===== src/rtl/seg7_scan.sv =====
`default_nettype none
// ============================================================================
//  Module      : seg7_scan
//  Description : Four-digit multiplexed 7-segment scanner. It divides clk into
//                per-digit time slots and cycles the active-low anodes. New
//                data is double-buffered and committed only at frame
//                boundaries, so a frame never mixes old and new nibbles.
//                Leading-zero blanking is optional.
//  Revision    : 1.0 - initial release
// ============================================================================
module seg7_scan #(
  parameter int DIV = 50000
) (
  input  logic        clk,
  input  logic        rst_n,
  input  logic        load,
  input  logic [15:0] data,
  input  logic        blank_lz,
  output logic [15:0] digit_val,
  output logic [3:0]  an,
  output logic        pending
);

  localparam int            CW      = (DIV > 1) ? $clog2(DIV) : 1;
  localparam logic [CW-1:0] CNT_MAX = CW'(DIV - 1);

  logic [CW-1:0] cnt;
  logic [1:0]    idx;
  logic [15:0]   shown;
  logic [15:0]   pend_data;
  logic          tick;
  logic          frame_end;
  logic [3:0]    nib;
  logic          blank;

  assign tick      = (cnt == CNT_MAX);
  assign frame_end = tick && (idx == 2'd3);

  // Slot divider and digit index; idx steps once per slot.
  always_ff @(posedge clk or negedge rst_n) begin
    if (!rst_n) begin
      cnt <= '0;
      idx <= 2'd0;
    end else if (tick) begin
      cnt <= '0;
      idx <= idx + 2'd1;
    end else begin
      cnt <= cnt + 1'b1;
    end
  end

  // Double buffer. The boundary commits the value that was pending before
  // this edge, and a load on the same edge becomes the next pending value.
  always_ff @(posedge clk or negedge rst_n) begin
    if (!rst_n) begin
      shown     <= 16'h0000;
      pend_data <= 16'h0000;
      pending   <= 1'b0;
    end else begin
      if (frame_end && pending) begin
        shown <= pend_data;
      end
      if (load) begin
        pend_data <= data;
        pending   <= 1'b1;
      end else if (frame_end) begin
        pending <= 1'b0;
      end
    end
  end

  // Anode select and digit value, with leading-zero blanking on digits 3..1.
  always_comb begin
    an    = ~(4'b0001 << idx);
    nib   = shown[{idx, 2'b00} +: 4];
    blank = 1'b0;
    case (idx)
      2'd1:    blank = blank_lz && (shown[15:4]  == 12'h000);
      2'd2:    blank = blank_lz && (shown[15:8]  == 8'h00);
      2'd3:    blank = blank_lz && (shown[15:12] == 4'h0);
      default: blank = 1'b0;
    endcase
    digit_val = blank ? 16'hFFFF : {12'h000, nib};
  end

endmodule
`default_nettype wire


===== config.mk =====
export PLATFORM = sky130hd
export DESIGN_NAME = seg7_scan
export DESIGN_NICKNAME = d
export VERILOG_FILES = /design/src/rtl/seg7_scan.sv
export SDC_FILE = /design/constraint.sdc
export NUM_CORES = 1
export LEC_CHECK = 0
export ABC_AREA = 1
export BUFFER_PORTS_ARGS = -buffer_cell sky130_fd_sc_hd__buf_2
export CAP_MARGIN = 15
export CORE_MARGIN = 2
export CORE_UTILIZATION = 53
export CTS_BUF_LIST = sky130_fd_sc_hd__clkbuf_8
export CTS_CLUSTER_DIAMETER = 120
export CTS_CLUSTER_SIZE = 14
export DETAILED_ROUTE_END_ITERATION = 8
export PLACE_DENSITY_LB_ADDON = 0.15
export SYNTH_ARGS = -nofsm -noshare
export SYNTH_HDL_FRONTEND = slang
export SYNTH_SLANG_ARGS = --single-unit

===== constraint.sdc =====
create_clock -name clk -period 1.5 [get_ports clk]
set_input_delay 0 -clock clk [delete_from_list [all_inputs] [get_ports clk]]
set_output_delay 0 -clock clk [all_outputs]
set_load 0.02 [all_outputs]

---- Yosys cells after proc, flatten, opt, wreduce, memory -nomap -nowiden ----
Cells that the tools add are included.
word-level totals
  bits of input ports ..................... 20
  register bits ........................... 51
  word-level logic and storage cells ...... 28
  ROM bits ................................ 0
  memory bits (writable) .................. 0
  memories ................................ 0
  output and inout bits ................... 21
  bits in latches ......................... 0
operators by class
  reductions and logical operators ........ 9
  bitwise logic cells ..................... 1
  $lt $le $gt $ge ......................... 0
  add/subtract/negate cells ............... 2
  equal/unequal tests ..................... 4
  shift operators ......................... 2
  muxes and demuxes ....................... 5
  divide/modulo/power cells ............... 0
  $mul .................................... 0
operator list
  kind                   count
  $mux 16                2
  $add 16x1->16 const B  1
  $eq 16x16->1 const B   1
  $shiftx 16x5->4        1
  $logic_not 12->1       1
  $logic_not 8->1        1
  $logic_and 1x1->1      5
  $eq 2x2->1 const B     2
  $logic_not 4->1        1
  $not 4->4              1
  $shl 1x2->4 const A    1
  $pmux 1 s3             1
  $add 2x1->2 const B    1
  $eq 2x1->1 const B     1
  $mux 1                 2
  $reduce_bool 2->1      1

---- Logic depth before layout (Yosys ltp) ----
  word-level depth ........................ 4
  gate-level depth with buffers ........... 9
  gate-level depth less buffers ........... 8

---- Worst setup path after synthesis ----
No wires, ideal clock.
  kind .................................... flip-flop to output port
  start ................................... register idx[0]
  end ..................................... output port digit_val[10]
  stages on the path, launching flop included .. 9
  slack ................................... -0.294 ns
  arrival time ............................ 1.794 ns
  cells stage by stage .................... dfrtp_1 > clkinv_1 > ha_1 > inv_1 > nand2_1 > nor4_1 > nand2_1 > inv_1 > buf_4
between the ends
  longest elaborated chain between the ends .. 3
ends and longest elaborated chain
  element                                          RTL line  text
  from (decl)                                      28        logic [1:0] idx;
  from (signal assigned)                           46        idx <= idx + 2'd1;
  $eq 2x2->1 / $eq 2x1->1 (equally long branches)  77        case (idx)
  $pmux 1 s3 (*)                                   77
  named net blank                                  34        logic blank;
  $mux 16 (*)                                      83        digit_val = blank ? 16'hFFFF : {12'h000, nib};
  to (decl)                                        19        output logic [15:0] digit_val,
Mark *: on every way through the listed nets, which the timed path passes. The rest lies on a longest branch.

---- Final worst setup path ----
  start ................................... register idx[0]
  end ..................................... output port digit_val[8]
between the ends
  longest elaborated chain between the ends .. 3
ends and longest elaborated chain
  element                                          RTL line
  $eq 2x2->1 / $eq 2x1->1 (equally long branches)  77
  $pmux 1 s3 (*)                                   77
  $mux 16 (*)                                      83
Every way passes the cells marked *; elsewhere a longest branch is shown, timed or not.

==> metrics <==
Worst Path Arrival=1.72 ns; Worst-Skew Late Latency=0.30 ns; Clk pwr share=33.0%; GRT Resource Usage Total=24.04%; yosys warns=0; final hold vios=0; Core Rows=25; Hold Path Cell Cnt=3; Peak VDD IR=0.4851 mV; first-pass GRT wire length=10,270 microns; Die Span Y=74.78 microns; share of cells above drive strength 1=25.25%; Post-synth ARST share=100.0%; Fillers=388; Avg WL per Cell=13.17 microns; Die Width=74.78 microns; worst hold start=load; Setup violations, final=16; vias in the first global route=2,264; R2R setup slack=0.03 ns; GRT overflow=0; Synth area leaders=dfrtp_1 (48%), nand2_1 (16%), inv_1 (5.1%), nand4_1 (4.0%), nor2_1 (3.8%); Comb power frac=6.0%; slack of the critical path=-0.2178 ns; final net count=424; Inst Count DP=434; unrepaired setup endpoints after global routing=yes; placer's final routability congestion estimate=0.8403; Pwr Total=2.349 mW; clock buffer count from CTS=5; Post-synth EDFFs=0; Setup crit start=idx[0]$_DFFE_PN0N_; Slew @ Worst Pin=0.4545 ns; share of power burned in registers=61.0%; post-synthesis sequential area ratio=48.07%; Via density=4.921; leakage power=1.832 nW; CTS tree=built; Sinks on Clock Net=51; internal power=1.801 mW; initial cell density of the core=55.48%; CP endpoint kind=output port; non-filler cells, final=467; routed wire length=6149 microns; Worst Path Max Fanout=6; CTS max path bufs=2; share of the synthesized area in the top cell type=48.07%; Crit path required time=1.50 ns; failing checks=setup timing; I/O Pins=41; P&R area growth vs syn=30.21%; Crit path top cell by count=buf_4; post-route cell area=3457 sq um; crit path launch type=flop; vias=2,298; status=complete, but fails checks; final worst clock skew=0.006914 ns; CP max stage delay=0.43 ns; Synth Net Count=360; CP Cell Sequence=buf_4 -> ha_2 -> inv_2 -> nand2_2 -> nand2_4 -> clkinvlp_4 -> buf_4; fin crit period=1.718 ns; hold endpoint=pend_data[11]$_DFFE_PN0P_; hpwl dp=4067 microns; Antenna diodes=0; Pre-antenna DRT Iters=4; Synth Cell Area=2655 sq um; worst hold path class=in2reg; Cell variety after synth=26; clock-pin slew on the worst setup and hold paths=0.10 ns; FMAX=582.1 MHz; Synth Register Bits=51; Synth top cells by count=nand2_1 (115), dfrtp_1 (51), inv_1 (36); FF-to-FF path depth=8; Avg Cell Area, Syn=7.926 sq um; Main synth FF type=dfrtp_1; H-tree levels=2; detailed-route DRC error count=0; Tcrit/Tclk final=114.5%; fin. max-slew vios=0; post-route ant nets=0; CP max-delay cell=dfrtp_1; die area=5591 sq um; Starting DRT DRC Count=114; Psw=0.5483 mW; power per cell area=679.5 nW/um^2; Placed Area=2937 sq um; max_cap viols=0; initial antenna violation count=0; sw frac=23.34%; Worst R2R End=shown[1]$_DFFE_PN0P_; Clock Tree Root=clkbuf_8; count leader, synth=nand2_1; I/O Buffers=40; Reg-to-Reg Start=cnt[1]$_DFF_PN0_; Core Footprint=4786 sq um; Mapped Cells=335; largest net degree at the start of global routing=52; Rel. slew slack=69.51%; Crit Path Category=reg2out; Yosys top cell by area=dfrtp_1
layout make-up:
type | instances | area (sq um) | area share [%]
Multi-Input combinational cell | 223 | 1197 | 34.64
Sequential cell | 51 | 1277 | 36.95
Tap cell | 67 | 83.83 | 2.425
Timing Repair Buffer | 79 | 655.6 | 18.96
Inverter | 38 | 150.1 | 4.343
Timing Repair inverter | 1 | 7.507 | 0.2172
Clock inverter | 3 | 16.27 | 0.4705
Clock buffer | 5 | 68.82 | 1.991
power groups by stage:
stage                     clock (mW)  sequential, mW  combinational [mW]
after global routing           0.842            1.44               0.162
after detailed placement           0            1.46               0.107
after global placement             0            1.46               0.105
after floorplan                    0            1.45              0.0443
final                          0.775            1.43               0.140
after CTS                      0.796            1.43               0.142
worst max-delay path: cells and delay by family (launching register included):
family	cells	cell delay (ns)
AND/OR/NAND/NOR	2	0.18
flip-flops	1	0.43
adder cells (fa/ha/maj)	1	0.22
buffers and inverters	4	0.58
per-stage QoR:
step	setup WS (ns)	util, %	setup TNS, ns	hold slack, ns
floorplan	0.01033	-	0	-0.2956
global placement	0.04259	61.36	0	0.01098
detailed placement	-0.00005329	61.36	-0.00005329	0.01616
CTS	-0.2091	70.43	-2.757	0.05590
global route	-0.3039	72.24	-4.460	0.09089
finish	-0.2178	72.24	-2.868	0.06446
per-layer routing:
layer / track usage, % / routed length [microns]
met3: 4.819 / 233
met1: 31.89 / 2782
met4: 6.548 / 76
met2: 40.51 / 3056
met5: 0 / 0
repair_timing:
action / CTS / global route
gates cloned: 1 / 0
hold buffers: 17 / 0
setup buffers: 4 / 3
setup endpoints to repair: 18 / 41
resized for setup: 43 / 22
pin swaps: 3 / 3
endpoints found under the hold margin: 67 / 0
worst max path at each step:
| stage | to | slack, ns | cells past startpoint |
|---|---|---|---|
| final | digit_val[8] | -0.22 | 7 |
| after global routing | digit_val[6] | -0.30 | 8 |
| after CTS | digit_val[8] | -0.21 | 8 |
| after detailed placement | digit_val[15] | -0.00005 | 8 |
| after global placement | cnt[10]$_DFF_PN0_ | 0.04 | 8 |
| after floorplan | digit_val[10] | 0.01 | 8 |
state kept, by name, indices dropped and copies added (netlist names):
name       flops
cnt           16
pend_data     16
shown         16
idx            2
pending        1
cells in the final DEF (no fill, tap or decap), drive strengths merged:
cell type	n
dfrtp	51
clkinv	2
xor2	7
clkbuf	5
nor2	31
o21bai	1
or2	1
a21oi	6
o21ai	17
nand4	18
nor3	5
nor3b	1
ha	5
inv	38
buf	62
nand2	117
nor4	1
nand3	12
dlygate4sd3	17
clkinvlp	2
o22ai	1
logic make-up (layout without fill, tap and decap cells):
family / count (synthesis) / count (layout) / synth area share, %
AND/OR/NAND/NOR: 186 / 186 / 31.01
buffers and inverters: 61 / 126 / 11.40
flip-flops: 51 / 51 / 48.07
AO/OA/AOI/OAI: 25 / 25 / 4.854
XOR/XNOR: 7 / 7 / 2.309
adder cells (fa/ha/maj): 5 / 5 / 2.356
Power figures use the tool's default switching activity.
